==> src/rtl/dispatch_buffer_pkg.sv <==
// Shared widths, uop field layout and branch-kill helper for the dispatch buffer.
package dispatch_buffer_pkg;

    localparam int unsigned DEF_WIDTH_REG = 5;
    localparam int unsigned DEF_WIDTH_TAG = 5;
    localparam int unsigned DEF_WIDTH_BRM = 3;
    localparam int unsigned DEF_WIDTH_PRY = 2;
    localparam int unsigned DEF_DEPTH     = 4;
    localparam int unsigned DEF_NSLOT     = 8;

    localparam int unsigned WIDTH_OPC     = 7;

    // Low-order flag bits of every uop, then the priority field.
    localparam int unsigned BIT_P1        = 0;
    localparam int unsigned BIT_P2        = 1;
    localparam int unsigned BIT_VAL       = 2;
    localparam int unsigned OFF_PRY       = 3;

    // Widest branch mask the kill helper accepts.
    localparam int unsigned MAX_WIDTH_BRM = 5;
    localparam int unsigned KILL_W        = 32;

    // uop layout at default widths, MSB first.
    typedef struct packed {
        logic [WIDTH_OPC-1:0]     opcode;
        logic [DEF_WIDTH_BRM-1:0] br_mask;
        logic [DEF_WIDTH_TAG-1:0] tag;
        logic [DEF_WIDTH_REG-1:0] rdst;
        logic [DEF_WIDTH_REG-1:0] rs2;
        logic [DEF_WIDTH_REG-1:0] rs1;
        logic [DEF_WIDTH_PRY-1:0] pry;
        logic                     val;
        logic                     p2;
        logic                     p1;
    } uop_t;

    // A uop is killed when the kill vector bit selected by its branch mask is set.
    function automatic logic killf(input logic [KILL_W-1:0]        brkill,
                                   input logic [MAX_WIDTH_BRM-1:0] br_mask);
        return brkill[br_mask];
    endfunction

endpackage

==> src/rtl/dispatch_buffer_pick_free.sv <==
// Lowest-index free issue slot as a one-hot grant, plus an any-free flag.
module dispatch_buffer_pick_free #(
    parameter int unsigned NSLOT = 8
) (
    input  logic [NSLOT-1:0] busy,
    output logic [NSLOT-1:0] grant_c,
    output logic             any_free_c
);

    logic [NSLOT-1:0] free;

    // Isolate the lowest set bit of the free vector.
    always_comb begin
        free       = ~busy;
        grant_c    = free & (~free + NSLOT'(1));
        any_free_c = |free;
    end

endmodule

==> src/rtl/dispatch_buffer.sv <==
// Circular uop buffer between rename and the issue slots, with wakeup snooping and branch kill.
module dispatch_buffer
    import dispatch_buffer_pkg::*;
#(
    parameter int unsigned WIDTH_REG = DEF_WIDTH_REG,
    parameter int unsigned WIDTH_TAG = DEF_WIDTH_TAG,
    parameter int unsigned WIDTH_BRM = DEF_WIDTH_BRM,
    parameter int unsigned WIDTH_PRY = DEF_WIDTH_PRY,
    parameter int unsigned DEPTH     = DEF_DEPTH,
    parameter int unsigned NSLOT     = DEF_NSLOT,
    localparam int unsigned WIDTH_I  = WIDTH_OPC + WIDTH_BRM + WIDTH_TAG + 3*WIDTH_REG + WIDTH_PRY + 3
) (
    input  logic                        i_clk,
    input  logic                        i_rst_n,
    input  logic [WIDTH_I-1:0]          i_data,
    input  logic                        i_valid,
    output logic                        o_ready,
    output logic [WIDTH_I-1:0]          o_data,
    output logic [NSLOT-1:0]            o_en,
    input  logic [NSLOT-1:0]            i_slot_busy,
    input  logic [4*WIDTH_REG-1:0]      i_WDest4x,
    input  logic [(1 << WIDTH_BRM)-1:0] i_brkill
);

    localparam int unsigned OFF_RS1 = OFF_PRY + WIDTH_PRY;
    localparam int unsigned OFF_RS2 = OFF_RS1 + WIDTH_REG;
    localparam int unsigned OFF_BRM = OFF_RS2 + 2*WIDTH_REG + WIDTH_TAG;
    localparam int unsigned PTR_W   = $clog2(DEPTH);
    localparam int unsigned CNT_W   = $clog2(DEPTH + 1);

    logic [WIDTH_I-1:0] mem [DEPTH];
    logic [DEPTH-1:0]   vld;
    logic [PTR_W-1:0]   head;
    logic [PTR_W-1:0]   tail;
    logic [CNT_W-1:0]   count;

    logic               push_c;
    logic               pop_c;
    logic               head_kill_c;
    logic [WIDTH_I-1:0] head_uop_c;
    logic [CNT_W-1:0]   count_nxt_c;
    logic [NSLOT-1:0]   grant_c;
    logic               any_free_c;

    // True when any of the four wakeup lanes names register r.
    function automatic logic wake(input logic [WIDTH_REG-1:0]   r,
                                  input logic [4*WIDTH_REG-1:0] lanes);
        logic hit;
        hit = 1'b0;
        for (int k = 0; k < 4; k++) begin
            hit = hit | (lanes[k*WIDTH_REG +: WIDTH_REG] == r);
        end
        return hit;
    endfunction

    // Fold this cycle's wakeups into a uop's ready bits.
    function automatic logic [WIDTH_I-1:0] snoop(input logic [WIDTH_I-1:0]     u,
                                                 input logic [4*WIDTH_REG-1:0] lanes);
        logic [WIDTH_I-1:0] r;
        r         = u;
        r[BIT_P1] = u[BIT_P1] | wake(u[OFF_RS1 +: WIDTH_REG], lanes);
        r[BIT_P2] = u[BIT_P2] | wake(u[OFF_RS2 +: WIDTH_REG], lanes);
        return r;
    endfunction

    function automatic logic killed(input logic [WIDTH_I-1:0]          u,
                                    input logic [(1 << WIDTH_BRM)-1:0] bk);
        return killf(KILL_W'(bk), MAX_WIDTH_BRM'(u[OFF_BRM +: WIDTH_BRM]));
    endfunction

    dispatch_buffer_pick_free #(
        .NSLOT      (NSLOT)
    ) u_pick_free (
        .busy       (i_slot_busy),
        .grant_c    (grant_c),
        .any_free_c (any_free_c)
    );

    // Head dispatch/discard decision and the zero-latency issue payload.
    always_comb begin
        head_uop_c  = mem[head];
        head_kill_c = killed(head_uop_c, i_brkill);
        push_c      = i_valid & o_ready;
        pop_c       = 1'b0;
        o_en        = '0;
        if (count != '0) begin
            if (!vld[head]) begin
                pop_c = 1'b1;
            end else if (!head_kill_c && any_free_c) begin
                pop_c = 1'b1;
                o_en  = grant_c;
            end
        end
        count_nxt_c     = count + CNT_W'(push_c) - CNT_W'(pop_c);
        o_data          = snoop(head_uop_c, i_WDest4x);
        o_data[BIT_VAL] = 1'b1;
    end

    // Pointers, occupancy and the registered ready flag.
    always_ff @(posedge i_clk or negedge i_rst_n) begin
        if (!i_rst_n) begin
            head    <= '0;
            tail    <= '0;
            count   <= '0;
            o_ready <= 1'b1;
        end else begin
            if (push_c) tail <= tail + PTR_W'(1);
            if (pop_c)  head <= head + PTR_W'(1);
            count   <= count_nxt_c;
            o_ready <= (count_nxt_c < CNT_W'(DEPTH));
        end
    end

    // Per-entry valid bits: set on push unless killed, cleared on pop or kill.
    always_ff @(posedge i_clk or negedge i_rst_n) begin
        if (!i_rst_n) begin
            vld <= '0;
        end else begin
            for (int i = 0; i < DEPTH; i++) begin
                if (push_c && tail == PTR_W'(i)) begin
                    vld[i] <= !killed(i_data, i_brkill);
                end else if (pop_c && head == PTR_W'(i)) begin
                    vld[i] <= 1'b0;
                end else if (killed(mem[i], i_brkill)) begin
                    vld[i] <= 1'b0;
                end
            end
        end
    end

    // Payload storage (not reset): write on push, otherwise accumulate wakeups.
    always_ff @(posedge i_clk) begin
        for (int i = 0; i < DEPTH; i++) begin
            if (push_c && tail == PTR_W'(i)) begin
                mem[i] <= snoop(i_data, i_WDest4x);
            end else begin
                mem[i] <= snoop(mem[i], i_WDest4x);
            end
        end
    end

endmodule

==> config.mk <==
export PLATFORM = sky130hd
export DESIGN_NAME = dispatch_buffer
export DESIGN_NICKNAME = d
export VERILOG_FILES = /design/src/rtl/dispatch_buffer_pkg.sv /design/src/rtl/dispatch_buffer_pick_free.sv /design/src/rtl/dispatch_buffer.sv
export SDC_FILE = /design/constraint.sdc
export NUM_CORES = 1
export LEC_CHECK = 0
export ABC_AREA = 1
export CAP_MARGIN = 20
export CELL_PAD_IN_SITES_DETAIL_PLACEMENT = 2
export CELL_PAD_IN_SITES_GLOBAL_PLACEMENT = 2
export CORE_UTILIZATION = 25
export DETAILED_ROUTE_END_ITERATION = 7
export HOLD_SLACK_MARGIN = 0.15
export PLACE_DENSITY_LB_ADDON = 0.1
export SKIP_LAST_GASP = 1
export SYNTH_ARGS = -nofsm -noshare
export SYNTH_HDL_FRONTEND = slang
export SYNTH_SLANG_ARGS = --single-unit
export TNS_END_PERCENT = 20
==> constraint.sdc <==
create_clock -name i_clk -period 7.29 [get_ports i_clk]
set_input_delay 1.0935 -clock i_clk [delete_from_list [all_inputs] [get_ports i_clk]]
set_output_delay 1.0935 -clock i_clk [all_outputs]
set_load 0.05 [all_outputs]
==> run_results.csv <==
group,metric,value,unit
pwr,ir_drop,0.2242,mV
cts,cts.repair.resized,0,
cts,clk_latency,0.43,ns
setup_path,worst_path_most_repeated_cell,"clkdlybuf4s50_1",
cts,cts_inserted_buffers,17,
setup_path,crit_type,"in2out",
setup_path,worstPathRequired,6.20,ns
setup_path,crit_arrival,4.14,ns
yosys,synthXorXnorAreaFrac,0.1328,
min_path,hp-start,"mem[2][0]$_DFF_P_",
global_routing,grt_pass1_vias,8983,
global_routing,grt_max_degree,78,
setup_path,start_kind,"primary input",
pwr,leakage,4.491,nW
min_path,hold_class,"reg2reg",
cts,cts_tree,"yes",
status,status,"completed",
setup_path,endpoint_kind,"output port",
timing,slew-limit-headroom,0.4043,
yosys,synth_cells,1109,
layout,layout.nets,1275,
setup_path,max_stage_delay,0.94,ns
yosys,synth_top_family_by_area,"simple AND/OR/NAND/NOR gates",
cts,clk_path_buf_depth,2,
setup_path,crit_fanout,10,
drt,wirelength,38890,um
setup_path,cp-startpoint,"i_WDest4x[3]",
cts,h-tree-depth,4,
layout,drive_gt1_frac,0.08063,
timing,setup_tns,0,ns
drt,drt_iter0_markers,376,
timing,period_share,0.7181,
floorplanning,dieArea,39310,um2
layout,fillers,4247,
yosys,synth_area_leaders,"edfxtp_1 (40%), xor2_1 (8.5%), nand2_1 (7.1%), o21ai_0 (4.8%), xnor2_1 (4.8%)",
floorplanning,row_count,71,
yosys,ys.flop_type,"edfxtp_1",
timing,period_minus_slack,5.235,ns
cts,post_cts_buffers,0,
yosys,synth_mux_area_frac,0,
timing,setup_viol,0,
cts,clk_pin_slew_worst_paths,0.07,ns
yosys,synth_area,9630,um2
cts,cts_root_buf,"clkbuf_16",
timing,rsz0062_at_grt,"no",
yosys,synth.top_cell.area_share,0.3991,
floorplanning,die_w,198.3,um
timing,hold_viol,0,
yosys,synthAdderAreaFrac,0.01507,
yosys,synth_simple_gate_area_frac,0.1998,
yosys,synth_seq_cells,148,
setup_path,timing.rr.start,"head[0]$_DFFE_PN0P_",
cts,cts_sinks,148,
layout,final_cell_mix,"nand2_1 (182), edfxtp_1 (128), clkdlybuf4s50_1 (115), nor2_1 (95)",
global_routing,grt_first_pass_wirelength,58310,um
timing,tightest_slew,0.8936,ns
setup_path,path_cells,"clkdlybuf4s50_1, clkinv_1, xor2_1, nor3_1, nor2_1, nand3_1, clkdlybuf4s50_1",
timing,skew,0.01159,ns
yosys,synthesis.nets,1194,
yosys,ys_seq_area_frac,0.4471,
drt,routed_via_density,4.890,
floorplanning,ios,118,
timing,max_freq,191.0,MHz
drt,wl_per_cell,22.68,um
yosys,synth-compound-area-share,0.1271,
global_routing,grt.overflow.total,0,
global_routing,antenna_found_initial,1,
drt,firstDrtPassIters,4,
global_routing,grt_usage,0.2043,
placement,place_congestion,0.8450,
floorplanning,fp.coreArea,37760,um2
yosys,yosys.area.top_type,"edfxtp_1",
job,drv_cap,0,
timing,slew_violations,0,
cts,cts_hold_buf,0,
floorplanning,initial_core_util,0.2551,
pwr,power_density,384.6,nW/um2
drt,via_count,8386,
yosys,synth_edf_count,128,
yosys,ys_warn_count,0,
floorplanning,chipHeight,198.3,um
placement,numPortBuffers,115,
drt,ant_nets,0,
layout,fin_util,0.3129,
layout,area_growth_syn_to_layout,22.66,%
layout,layout_commonest_cell,"nand2_1",
yosys,ys_types,46,
setup_path,crit_slowest_cell,"clkdlybuf4s50_1",
yosys,synth_async_sr_flop_share,0.08108,
placement,dp_hpwl,26730,um
yosys,avgSynthCellArea,8.684,um2
drt,drc,0,
[registers in the layout, summed over array words and instances (netlist names)]
signal / count
tail: 2
mem: 136
head: 2
count: 3
vld: 4
o_ready: 1
[cell families after synthesis]
group           count (synthesis)
buf+inv                       171
other cells                     1
simple gates                  416
flops                         148
fa+ha+maj                      11
compound gates                216
xor+xnor                      146
[synth_stat cells (14+ instances only)]
| cell | count |
|---|---|
| nor3_1 | 24 |
| xor2_1 | 93 |
| nand3_1 | 55 |
| xnor2_1 | 53 |
| edfxtp_1 | 128 |
| o21ai_0 | 93 |
| nor2_1 | 95 |
| buf_2 | 29 |
| inv_1 | 84 |
| clkbuf_1 | 32 |
| a21oi_1 | 45 |
| nand2_1 | 182 |
| nand4_1 | 14 |
| o22ai_1 | 41 |
[final timing paths]
kind	cells after the start	slack, ns	endpoint
setup / recovery	7	2.06	o_data[1]
hold / removal	2	0.51	mem[2][0]$_DFF_P_
setup reg to reg	19	3.82	o_ready$_DFF_PN1_
hold reg to reg	2	0.51	mem[2][0]$_DFF_P_
max in group asynchronous	1	5.77	head[0]$_DFFE_PN0P_
min in group asynchronous	1	1.06	vld[0]$_DFFE_PN0P_
[area by class of cell]
class | count | area (um2) | area share
Clock buffer | 17 | 425.4 | 0.03601
Sequential cell | 148 | 4307 | 0.3646
Tap cell | 511 | 639.4 | 0.05413
Clock inverter | 15 | 178.9 | 0.01515
Multi-Input combinational cell | 790 | 4576 | 0.3874
Inverter | 94 | 352.8 | 0.02987
Timing Repair Buffer | 139 | 1331 | 0.1127
Antenna cell | 1 | 2.502 | 0.0002118
[worst max-delay path: cells and delay by family]
| kind | cells | cell delay, ns |
|---|---|---|
| xor+xnor | 1 | 0.31 |
| buf+inv | 3 | 2.38 |
| simple gates | 3 | 0.33 |
[layer usage]
| layer | GRT usage | wire, um |
|---|---|---|
| met1 | 0.2786 | 18870 |
| met5 | 0 | 0 |
| met3 | 0.02742 | 1083 |
| met4 | 0.04536 | 447 |
| met2 | 0.3415 | 18490 |
[metrics by stage]
| step | setup slack (ns) | cells | cell area (um2) | hold WS, ns | power (mW) |
|---|---|---|---|---|---|
| 2_1_floorplan | 3.541 | 1109 | 9630 | 0.4468 | 2.867 |
| 3_3_place_gp | 2.097 | 1682 | 11210 | 0.4733 | 3.640 |
| 3_5_place_dp | 2.067 | 1682 | 11210 | 0.5016 | 3.670 |
| 4_1_cts | 2.061 | 1714 | 11810 | 0.5165 | 4.612 |
| 5_1_grt | 1.938 | 1714 | 11810 | 0.5486 | 4.835 |
| 6_report | 2.055 | 1715 | 11810 | 0.5132 | 4.543 |
[report_power, final]
part           switching (mW)  leakage [nW]  total [mW]  internal, mW
Combinational            1.68          2.82        2.43         0.742
Clock                   0.379         0.293       0.920         0.542
Sequential              0.111          1.38        1.20          1.09
Total                    2.17          4.49        4.54          2.37
No activity file was read; power rests on OpenSTA's default activity.
